File: src/rtl/clk_divider_multi.sv
// clk_divider_multi: NUM_CH glitch-free clock dividers with double-buffered half-period divisors.
// Optional build macro CLKDIV_SYNC_EN adds the sync_in phase-alignment input.
module clk_divider_multi #(
    parameter int unsigned NUM_CH      = 4,
    parameter int unsigned DIV_W       = 16,
    parameter int unsigned DEFAULT_DIV = 16,
    localparam int unsigned CH_W       = (NUM_CH > 1) ? $clog2(NUM_CH) : 1
) (
    input  logic              clk_in,
    input  logic              reset,
    input  logic              enable,
    input  logic              div_wr,
    input  logic [CH_W-1:0]   div_ch,
    input  logic [DIV_W-1:0]  div_data,
`ifdef CLKDIV_SYNC_EN
    input  logic              sync_in,
`endif
    output logic [NUM_CH-1:0] clk_out,
    output logic [NUM_CH-1:0] tick
);

    logic [DIV_W-1:0]  r_cnt     [NUM_CH];
    logic [DIV_W-1:0]  r_div_act [NUM_CH];
    logic [DIV_W-1:0]  r_div_sh  [NUM_CH];
    logic [NUM_CH-1:0] r_pend;
    logic [NUM_CH-1:0] r_clk;
    logic [NUM_CH-1:0] r_tick;

    logic [DIV_W-1:0]  w_eff_sh  [NUM_CH];
    logic [NUM_CH-1:0] w_wr_hit;
    logic [NUM_CH-1:0] w_eff_pend;
    logic [NUM_CH-1:0] w_term;
    logic              w_sync;

`ifdef CLKDIV_SYNC_EN
    assign w_sync = sync_in;
`else
    assign w_sync = 1'b0;
`endif

    // A write in the current cycle is folded into the shadow/pending view so that
    // a write landing on a boundary cycle is applied at that same boundary.
    always_comb begin
        w_wr_hit   = '0;
        w_eff_pend = '0;
        w_term     = '0;
        for (int unsigned ch = 0; ch < NUM_CH; ch++) begin
            w_eff_sh[ch]   = r_div_sh[ch];
            w_wr_hit[ch]   = div_wr && (div_ch == CH_W'(ch));
            if (w_wr_hit[ch]) begin
                w_eff_sh[ch] = div_data;
            end
            w_eff_pend[ch] = r_pend[ch] | w_wr_hit[ch];
            w_term[ch]     = (r_div_act[ch] != '0) &&
                             (r_cnt[ch] >= (r_div_act[ch] - DIV_W'(1)));
        end
    end

    always_ff @(posedge clk_in) begin
        if (reset) begin
            for (int unsigned ch = 0; ch < NUM_CH; ch++) begin
                r_cnt[ch]     <= '0;
                r_div_act[ch] <= DIV_W'(DEFAULT_DIV);
                r_div_sh[ch]  <= DIV_W'(DEFAULT_DIV);
                r_pend[ch]    <= 1'b0;
                r_clk[ch]     <= 1'b0;
                r_tick[ch]    <= 1'b0;
            end
        end else begin
            for (int unsigned ch = 0; ch < NUM_CH; ch++) begin
                r_div_sh[ch] <= w_eff_sh[ch];
                r_tick[ch]   <= 1'b0;
                if (w_sync) begin
                    r_cnt[ch]  <= '0;
                    r_clk[ch]  <= 1'b0;
                    r_pend[ch] <= 1'b0;
                    if (w_eff_pend[ch]) begin
                        r_div_act[ch] <= w_eff_sh[ch];
                    end
                end else if (!enable) begin
                    r_pend[ch] <= w_eff_pend[ch];
                end else if (r_div_act[ch] == '0) begin
                    // Stopped channel: held low; a pending divisor restarts it from cnt=0.
                    r_cnt[ch]  <= '0;
                    r_clk[ch]  <= 1'b0;
                    r_pend[ch] <= 1'b0;
                    if (w_eff_pend[ch]) begin
                        r_div_act[ch] <= w_eff_sh[ch];
                    end
                end else if (w_term[ch]) begin
                    r_cnt[ch]  <= '0;
                    r_clk[ch]  <= ~r_clk[ch];
                    r_tick[ch] <= 1'b1;
                    r_pend[ch] <= 1'b0;
                    if (w_eff_pend[ch]) begin
                        r_div_act[ch] <= w_eff_sh[ch];
                    end
                end else begin
                    r_cnt[ch]  <= r_cnt[ch] + DIV_W'(1);
                    r_pend[ch] <= w_eff_pend[ch];
                end
            end
        end
    end

    assign clk_out = r_clk;
    assign tick    = r_tick;

endmodule

File: config.mk
export PLATFORM = sky130hd
export DESIGN_NAME = clk_divider_multi
export DESIGN_NICKNAME = d
export VERILOG_FILES = /design/src/rtl/clk_divider_multi.sv
export SDC_FILE = /design/constraint.sdc
export NUM_CORES = 1
export LEC_CHECK = 0
export ABC_AREA = 1
export BUFFER_PORTS_ARGS = -buffer_cell sky130_fd_sc_hd__buf_2
export CAP_MARGIN = 20
export CORE_MARGIN = 2
export CORE_UTILIZATION = 40
export DETAILED_ROUTE_END_ITERATION = 10
export PLACE_DENSITY = 0.62
export RECOVER_POWER = 25
export SLEW_MARGIN = 20
export SYNTH_ARGS = -nofsm -noshare
export SYNTH_HDL_FRONTEND = slang
export SYNTH_SLANG_ARGS = --single-unit
File: constraint.sdc
create_clock -name clk_in -period 6.3 [get_ports clk_in]
set_input_delay 1.26 -clock clk_in [delete_from_list [all_inputs] [get_ports clk_in]]
set_output_delay 1.26 -clock clk_in [all_outputs]
set_load 0.05 [all_outputs]
==> results of run 1 <==
power groups by stage:
stage | clock [mW] | combinational, mW | sequential [mW]
floorplan | 0 | 0.258 | 1.57
detailed placement | 0 | 0.350 | 1.57
global route | 1.37 | 0.397 | 1.55
finish | 1.29 | 0.346 | 1.54
CTS | 1.32 | 0.351 | 1.54
global placement | 0 | 0.340 | 1.57
cell type report:
type | count | area [um2]
timing repair buffer | 34 | 183.9
clock inverter | 10 | 60.06
multi-input combinational | 890 | 5423
sequential | 204 | 5365
tap | 384 | 480.5
inverter | 150 | 563.0
fill | 2783 | 15800
clock buffer | 31 | 669.4
synthesized netlist by cell type:
cell,count,area [um2]
buf_6,6,67.56
xnor2_1,35,306.5
nor3_1,46,230.2
o21ai_1,2,10.01
o21bai_1,1,7.510
nand2_2,6,37.54
buf_2,5,25.02
xor2_1,54,473.0
a21oi_1,30,150.1
or2_0,1,6.260
or2_2,8,50.05
nor2_4,10,112.6
buf_4,2,15.01
mux2i_1,64,640.6
clkinv_1,1,3.750
inv_2,8,30.03
nor3_4,3,48.80
nor4_1,4,25.02
nand4_1,17,106.4
nand3b_1,1,7.510
nand3_1,52,260.3
inv_1,141,529.3
nand2_4,3,33.78
nand2_1,193,724.4
dfxtp_1,76,1521
edfxtp_1,128,3844
o21ai_0,2,10.01
o21a_1,3,22.52
nand4_2,1,12.51
buf_12,1,20.02
a31oi_1,2,12.51
a21o_1,3,22.52
a22o_1,1,8.760
nand3_2,3,30.03
buf_8,1,15.01
nor3b_1,6,45.04
nor3_2,6,60.06
ha_1,72,900.9
and2_1,4,25.02
nor2_2,31,193.9
nor2_1,223,837.1
o21ai_2,1,8.760
clkbuf_1,9,33.78
or2_1,2,12.51
worst max-delay path by stage:
stage	cells after the start	slack, ns	end
after CTS	17	2.35	r_div_act[1][14]
after floorplan	4	2.63	r_cnt[0][0]
final	4	2.23	r_cnt[3][5]
after global placement	17	2.51	r_div_act[1][12]
after global routing	19	1.88	r_div_act[1][12]
after detailed placement	17	2.38	r_div_act[1][14]
metal layers:
layer  up-vias  share of wire [%]
met3        33                2.8
li1       4217                  -
met5         -              0.055
met4         2                2.0
met2       108                 46
met1      3774                 49
state kept, by name, summed over array words and instances (netlist names):
signal     flops
r_div_sh      64
r_div_act     64
r_pend         4
r_cnt         64
clk_out        4
tick           4
metrics by stage:
| step | std cells | setup slack, ns | hold WS [ns] |
|---|---|---|---|
| after floorplan | 1268 | 2.628 | 0.4302 |
| after global placement | 1661 | 2.513 | 0.4529 |
| after detailed placement | 1662 | 2.376 | 0.4541 |
| after CTS | 1703 | 2.354 | 0.4689 |
| after global routing | 1703 | 1.878 | 0.4869 |
| final | 1703 | 2.231 | 0.4593 |
logic make-up (layout without fill, tap and decap cells):
family                   after synthesis  after routing  synth area share (%)
AND/OR/NAND/NOR                      620            620                 24.78
flip-flops                           204            204                 46.50
buffers and inverters                174            225                 6.409
XOR/XNOR                              89             89                 6.756
adder cells (fa/ha/maj)               72             72                 7.808
multiplexers                          64             64                 5.553
AO/OA/AOI/OAI                         45             45                 2.191
critical path: stages:
cell and delay [ns]:
clkbuf_1 0.76, clkinv_1 0.22, nand2_1 1.44, buf_4 0.53
==> results.tsv, run 1 <==
stage	metric	value	unit
global_route	GRT met1 Usage	21.38	%
power_and_ir_drop	switching share of power	25.86	%
timing	Max Clock Freq	0.2457	GHz
global_route	first-pass GRT wire length	38300	um
global_route	met3 usage	2.149	%
setup_path	CP startpoint	enable	
setup_path	critical path class	in2reg	
finish	Post-Layout Inst Area	0.01274	mm2
yosys	Cells after Synth	1268	
hold_path	Hold Path Cell Cnt	2	
yosys	Cell Area, Synth	0.01154	mm2
floorplanning	row count	62	
setup_path	Worst Path Required	6.47	ns
floorplanning	Die ar.	0.03022	mm2
clock_tree	H-tree depth	1	
setup_path	RR Endpoint	r_div_act[1][13]	
clock_tree	post-cts resize count	0	
finish	final core occ	44.64	%
floorplanning	Die X	173.8	um
power_and_ir_drop	Pwr Total	3.179	mW
finish	Diodes inserted	0	
place	IO buf count	29	
setup_path	CP Max Fanout	41	
power_and_ir_drop	Max IR drop VDD	0.1850	mV
run	max cap viols	1	
global_route	initial antenna violation count	1	
finish	most frequent cells in the layout	nor2_1 (223), nand2_1 (193), inv_1 (142)	
clock_tree	CTS Hold Bufs	0	
setup_path	R2R Path Start	r_div_act[1][0]	
power_and_ir_drop	static leakage	5.475	nW
timing	final hold viol count	0	
timing	Setup TNS Final	0	ns
floorplanning	core area	0.02855	mm2
finish	P&R area growth vs syn	10.47	%
timing	Final Setup Violations	0	
power_and_ir_drop	Seq pwr share	48.5	%
routing	Vias	8134	
yosys	syn nets	1362	
yosys	syn_area_per_cell	9.099	um2
global_route	met2 Use GR	26.15	%
clock_tree	Skew-Pair Late Insertion Delay	0.50	ns
global_route	gr ovfl total	0	
clock_tree	clk slew on worst S/H paths	0.06	ns
setup_path	Worst setup EP type	register	
place	GPL Wtd Cong	0.7939	
power_and_ir_drop	combinational power share	10.9	%
status	run status	finished with violations	
timing	Worst Tran Pin Value	1.935	ns
finish	share of cells above drive strength 1	10.77	%
hold_path	Worst Hold End	r_div_sh[2][4]	
routing	drt initial violations	410	
yosys	#FFs+latches synth	204	
timing	final critical-path share of the clock period	64.59	%
floorplanning	I/O pin cnt	30	
floorplanning	DIE HEIGHT	173.8	um
routing	Detail Route Antenna Nets	0	
floorplanning	starting density of the core	40.41	%
setup_path	reg-to-reg setup timing slack	2.34	ns
setup_path	crit path DAT	4.24	ns
routing	Via density	4.776	
place	HPWL Detailed	17330	um
timing	Tmin final	4.069	ns
routing	DRC	0	
global_route	vias in the first global route	7606	
timing	Final Skew	0.01089	ns
global_route	Total GRT Usage	15.63	%
yosys	Synth warnings	0	
yosys	Seq/Total Area, Yosys	46.50	%
power_and_ir_drop	clock share of power	40.6	%
timing	unrepaired setup endpoints after global routing	no	
clock_tree	clock root buffer master	clkbuf_16	
hold_path	Hold Crit Class	reg2reg	
timing	Slew Viols, Final	42	
clock_tree	CTS Buf Count	23	
clock_tree	Post-CTS Setup Bufs	0	
yosys	Netlist cell types	44	
power_and_ir_drop	power per cell area	249.4	mW/mm2
finish	most common cell after layout, fill and taps aside	nor2_1	
setup_path	startpoint class of the critical path	input pin	
status	violated checks	capacitance limit, slew limit	
clock_tree	Clock Sinks	204	
routing	first drt pass iteration count	4	
global_route	largest net degree at the start of global routing	64	
setup_path	Worst R2R Path Depth	17	
finish	# nets final	1397	
timing	slew margin rel.	-29.28	%
place	Cell Area, Placed	0.01203	mm2
global_route	Top Usage Layer GRT	met2	
clock_tree	Max clock buf depth	3	
hold_path	HP Start	r_div_sh[2][4]	
routing	WL final	23570	um
routing	drt wl/cell	13.84	um
power_and_ir_drop	P_int	2.356	mW
clock_tree	CTS tree	done	
power_and_ir_drop	switching pwr	0.8221	mW
No activity file was read; power rests on OpenSTA's default activity.
==> run 2, diff against run 1 <==
==> constraint.sdc (replaced) <==
create_clock -name clk_in -period 4 [get_ports clk_in]
set_input_delay 0.8 -clock clk_in [delete_from_list [all_inputs] [get_ports clk_in]]
set_output_delay 0.8 -clock clk_in [all_outputs]
set_load 0.05 [all_outputs]
==> results.tsv, run 2 (synthesis results as in run 1) <==
stage	metric	value	unit	change
floorplanning	Die X	173.8	um	unchanged
setup_path	CP Buf/Inv Count	2		-1
floorplanning	row count	62		unchanged
place	HPWL Detailed	17270	um	-0.39%
finish	final core occ	45.03	%	+0.39 points
setup_path	CP startpoint	r_div_act[0][2]		
floorplanning	I/O pin cnt	30		unchanged
power_and_ir_drop	static leakage	5.496	nW	+0.37%
timing	Max Clock Freq	0.2748	GHz	
hold_path	HP Start	r_div_sh[3][4]		
floorplanning	starting density of the core	40.41	%	unchanged
clock_tree	clk slew on worst S/H paths	0.06	ns	about the same
power_and_ir_drop	Max IR drop VDD	0.3818	mV	+110%
setup_path	Worst setup EP type	register		
global_route	vias in the first global route	7920		+4.1%
clock_tree	Clock Sinks	204		unchanged
setup_path	R2R Path Start	r_div_act[0][2]		
global_route	initial antenna violation count	2		+1
setup_path	CP max stage delay	0.51	ns	-0.93 ns
clock_tree	Skew-Pair Late Insertion Delay	0.52	ns	+0.02 ns
finish	Finished Layout Cells	1711		+0.47%
global_route	first-pass GRT wire length	38770	um	+1.2%
finish	share of cells above drive strength 1	10.63	%	-0.14 points
timing	unrepaired setup endpoints after global routing	no		
power_and_ir_drop	clock share of power	42.1	%	+1.5 points
finish	Post-Layout Inst Area	0.01285	mm2	+0.86%
clock_tree	Max clock buf depth	3		unchanged
clock_tree	H-tree depth	1		unchanged
power_and_ir_drop	switching share of power	25.11	%	-0.76 points
power_and_ir_drop	switching pwr	1.293	mW	+57%
routing	Via density	4.752		-0.52%
hold_path	Hold Crit Class	reg2reg		
power_and_ir_drop	Pwr Total	5.148	mW	+62%
clock_tree	CTS Buf Count	24		+4.3%
setup_path	CP Max Fanout	16		-61%
finish	most frequent cells in the layout	nor2_1 (223), nand2_1 (191), inv_1 (141)		
place	IO buf count	29		unchanged
routing	drt initial violations	353		-14%
place	GPL Wtd Cong	0.8035		+1.2%
finish	most common cell after layout, fill and taps aside	nor2_1		
timing	Final Setup Violations	0		unchanged
clock_tree	CTS tree	done		
place	Cell Area, Placed	0.01208	mm2	+0.35%
finish	P&R area growth vs syn	11.42	%	
finish	# nets final	1403		+0.43%
routing	Detail Route Antenna Nets	0		unchanged
floorplanning	DIE HEIGHT	173.8	um	unchanged
setup_path	crit path DAT	3.79	ns	-0.45 ns
finish	largest registers	r_cnt x64, r_div_act x64, r_div_sh x64		
setup_path	CP delay by family, top	simple AND/OR/NAND/NOR gates		
power_and_ir_drop	Seq pwr share	47.1	%	-1.4 points
routing	drt wl/cell	13.66	um	-1.3%
global_route	gr ovfl total	0		unchanged
timing	Tmin final	3.639	ns	
status	run status	finished with violations		
setup_path	critical path class	reg2reg		
setup_path	startpoint class of the critical path	register		
floorplanning	core area	0.02855	mm2	unchanged
routing	Vias	8130		-0.049%
timing	Worst Tran Pin Value	1.505	ns	-0.4292 ns
timing	final setup margin	0.3611	ns	-1.869 ns
routing	first drt pass iteration count	5		+1
global_route	Total GRT Usage	15.66	%	+0.037 points
setup_path	critical path's most frequent cell	nand2_1		
finish	Diodes inserted	0		unchanged
timing	Setup TNS Final	0	ns	unchanged
power_and_ir_drop	combinational power share	10.8	%	about the same
setup_path	worst-path cell chain	nor2_1, nand2_1, nor3_2, nand2_1, nor4_1, xor2_1, inv_1, ha_1, nand2_1, nor3_1, nand2_1, nand4_1, nand2_1, inv_2, nand2_4, nand2_1		
floorplanning	Die ar.	0.03022	mm2	unchanged
routing	DRC	0		unchanged
clock_tree	clock root buffer master	clkbuf_16		
timing	final critical-path share of the clock period	90.97	%	
power_and_ir_drop	power per cell area	400.5	mW/mm2	+61%
run	max cap viols	1		unchanged
setup_path	Worst Path Required	4.15	ns	-2.32 ns
timing	slew margin rel.	-0.5964	%	+29 points
routing	WL final	23370	um	-0.87%
place	Post-Place Cells	1667		+0.30%
place	worst slack, placed	0.4037	ns	-1.972 ns
setup_path	slowest stage cell, crit path	nand2_1		
timing	Slew Viols, Final	31		-26%
timing	Final Skew	0.009007	ns	-0.001882 ns
timing	hold_ws	0.4723	ns	+0.01300 ns
power_and_ir_drop	P_int	3.855	mW	+64%
timing	final hold viol count	0		unchanged
status	violated checks	capacitance limit, slew limit		
global_route	largest net degree at the start of global routing	64		unchanged
-- run 2: changes by cell type in the layout (fill, tap and decap cells not counted), sizes merged --
cell	before	now
clkbuf	34	50
buf	31	26
clkinv	8	5
-- run 2: final cells by class --
| type | count | area, um2 |
|---|---|---|
| Clock buffer | 37 | 765.7 |
| Fill cell | 2790 | 15690 |
| Timing Repair Buffer | 39 | 211.5 |
| Clock inverter | 7 | 41.29 |
| Inverter | 150 | 563.0 |
| Tap cell | 384 | 480.5 |
| Multi-Input combinational cell | 890 | 5428 |
| Sequential cell | 204 | 5365 |
-- run 2: final timing paths --
path | end | slack [ns] | cells after the start
max | r_div_act[0][15] | 0.36 | 16
min reg2reg | r_div_sh[3][4] | 0.47 | 2
max reg2reg | r_div_act[0][15] | 0.36 | 16
min | r_div_sh[3][4] | 0.47 | 2
-- run 2: timing repair --
item | CTS | global route
hold buffers | 0 | 0
buffers inserted | 0 | 0
setup endpoints to repair | 0 | 26
gates resized for setup | 0 | 2
-- run 2: power groups by stage --
stage	registers, mW	clock network, mW	logic, mW
global route	2.44	2.28	0.637
detailed placement	2.47	0	0.562
finish	2.43	2.17	0.554
global placement	2.47	0	0.547
CTS	2.43	2.22	0.564
floorplan	2.47	0	0.407
-- run 2: tightest hold or removal path, delay by kind of cell, from the launching register on --
kind	cells	cell delay (ns)
mux	1	0.08
simple gates	1	0.06
flops	1	0.31
-- run 2: layer usage --
metal  part of all wire (%)  GRT usage, %
met1                     47         21.06
met2                     47         26.51
met3                    3.8         2.303
met4                    1.9         4.027
met5                   0.11             0
==> run 3, diff against run 2 <==
--- a/config.mk
+++ b/config.mk
@@ -11,8 +11,8 @@
 export CORE_MARGIN = 2
 export CORE_UTILIZATION = 40
 export DETAILED_ROUTE_END_ITERATION = 10
+export GPL_TIMING_DRIVEN = 1
 export PLACE_DENSITY = 0.62
-export RECOVER_POWER = 25
 export SLEW_MARGIN = 20
 export SYNTH_ARGS = -nofsm -noshare
 export SYNTH_HDL_FRONTEND = slang
==> results.tsv, run 3 (synthesis results as in run 1) <==
stage	metric	value	unit	change
clock_tree	Max clock buf depth	3		unchanged
timing	final critical-path share of the clock period	90.39	%	-0.58 points
setup_path	slowest stage cell, crit path	nand2_1		
floorplanning	row count	62		unchanged
timing	final hold viol count	0		unchanged
timing	slew margin rel.	42.63	%	+43 points
routing	first drt pass iteration count	5		unchanged
timing	Max Clock Freq	0.2766	GHz	+0.64%
power_and_ir_drop	Pwr Total	5.149	mW	about the same
global_route	vias in the first global route	7920		unchanged
timing	Slew Viols, Final	0		-100%
run	max cap viols	0		-1
timing	Tmin final	3.616	ns	-0.02317 ns
floorplanning	I/O pin cnt	30		unchanged
setup_path	CP Max Fanout	16		unchanged
status	run status	completed		
setup_path	worst-path cell chain	nor2_1, nand2_1, nor3_2, nand2_1, nor4_1, xor2_1, inv_1, ha_1, nand2_1, nor3_1, nand2_1, nand4_1, nand2_1, inv_2, nand2_4, nand2_1		
floorplanning	starting density of the core	40.41	%	unchanged
routing	drt initial violations	376		+6.5%
timing	Setup TNS Final	0	ns	unchanged
global_route	Total GRT Usage	15.66	%	unchanged
global_route	first-pass GRT wire length	38770	um	unchanged
setup_path	startpoint class of the critical path	register		
global_route	gr ovfl total	0		unchanged
place	Post-Place Cells	1667		unchanged
routing	drt wl/cell	13.63	um	-0.22%
clock_tree	Clock Sinks	204		unchanged
clock_tree	H-tree depth	1		unchanged
finish	final core occ	45.15	%	+0.12 points
floorplanning	Die ar.	0.03022	mm2	unchanged
timing	Final Setup Violations	0		unchanged
power_and_ir_drop	power per cell area	399.5	mW/mm2	-0.24%
power_and_ir_drop	Max IR drop VDD	0.3831	mV	+0.34%
clock_tree	CTS tree	done		
finish	Finished Layout Cells	1711		unchanged
finish	# nets final	1403		unchanged
setup_path	CP max stage delay	0.52	ns	about the same
routing	Vias	8169		+0.48%
setup_path	critical path's most frequent cell	nand2_1		
timing	Worst Tran Pin Value	0.8575	ns	-0.6478 ns
finish	largest registers	r_cnt x64, r_div_act x64, r_div_sh x64		
hold_path	Hold Crit Class	reg2reg		
setup_path	crit path DAT	3.77	ns	-0.02 ns
clock_tree	clk slew on worst S/H paths	0.06	ns	about the same
clock_tree	Post-CTS Setup Bufs	0		unchanged
floorplanning	core area	0.02855	mm2	unchanged
finish	share of cells above drive strength 1	11.83	%	+1.2 points
place	IO buf count	29		unchanged
setup_path	Worst Path Required	4.15	ns	about the same
routing	Detail Route Antenna Nets	0		unchanged
setup_path	Worst setup EP type	register		
routing	WL final	23320	um	-0.22%
finish	Diodes inserted	0		unchanged
clock_tree	Skew-Pair Late Insertion Delay	0.52	ns	about the same
finish	P&R area growth vs syn	11.71	%	
routing	DRC	0		unchanged
place	GPL Wtd Cong	0.8035		unchanged
floorplanning	Die X	173.8	um	unchanged
routing	Via density	4.774		+0.48%
finish	most common cell after layout, fill and taps aside	nor2_1		
timing	Final Skew	0.009053	ns	+0.00004607 ns
clock_tree	CTS Buf Count	24		unchanged
power_and_ir_drop	static leakage	5.547	nW	+0.94%
setup_path	critical path class	reg2reg		
floorplanning	DIE HEIGHT	173.8	um	unchanged
global_route	largest net degree at the start of global routing	64		unchanged
timing	unrepaired setup endpoints after global routing	no		
clock_tree	clock root buffer master	clkbuf_16		
global_route	initial antenna violation count	2		unchanged
finish	most frequent cells in the layout	nor2_1 (223), nand2_1 (190), inv_1 (141)		
place	HPWL Detailed	17270	um	unchanged
[run 3: cell types whose count changed in the layout (fill, tap and decap cells not counted), sizes merged]
cell | before | now
buf | 26 | 39
clkbuf | 50 | 37
[run 3: final timing paths]
path | from | endpoint | slack, ns | cells after the start
setup / recovery | r_div_act[0][2] | r_div_act[0][15] | 0.38 | 16
hold / removal | r_div_sh[3][4] | r_div_sh[3][4] | 0.47 | 2
setup reg to reg | r_div_act[0][2] | r_div_act[0][15] | 0.38 | 16
hold reg to reg | r_div_sh[3][4] | r_div_sh[3][4] | 0.47 | 2
[run 3: what timing repair did]
action	in CTS	in global routing
hold endpoints to repair	0	0
setup endpoints to repair	0	26
resized for setup	0	2
hold buffers	0	0
[run 3: layout make-up]
class | count | area [um2]
clock buffers | 37 | 765.7
clock inverters | 7 | 41.29
fillers | 2785 | 15660
inverters | 150 | 563.0
multi-input cells | 890 | 5440
flip-flops and latches | 204 | 5365
well taps | 384 | 480.5
repair buffers | 39 | 232.7
[run 3: power breakdown]
group          internal, mW  switching, mW
combinational         0.195          0.361
clock                  1.32          0.847
sequential             2.34         0.0849
total                  3.86           1.29
[run 3: critical path: cells and delay by family (launching register included)]
family | cells | cell delay [ns]
XOR/XNOR | 1 | 0.18
buffers and inverters | 2 | 0.14
adder cells (fa/ha/maj) | 1 | 0.32
AND/OR/NAND/NOR | 12 | 2.19
flip-flops | 1 | 0.43
[run 3: layer usage]
metal	up-vias	routed length [um]	GRT usage [%]	part of all wire, %
met5	-	26	0	0.11
met4	4	444	4.027	1.9
met3	35	905	2.303	3.9
met2	138	10920	26.51	47
met1	3763	11020	21.06	47
li1	4229	-	-	-
[run 3: through the flow]
step / area, um2 / hold WS [ns] / worst slack (ns)
floorplan: 11540 / 0.4302 / 0.6282
global placement: 12080 / 0.4536 / 0.4905
detailed placement: 12080 / 0.4598 / 0.4037
CTS: 12880 / 0.4781 / 0.3752
global route: 12890 / 0.4968 / 0.01416
finish: 12890 / 0.4746 / 0.3843
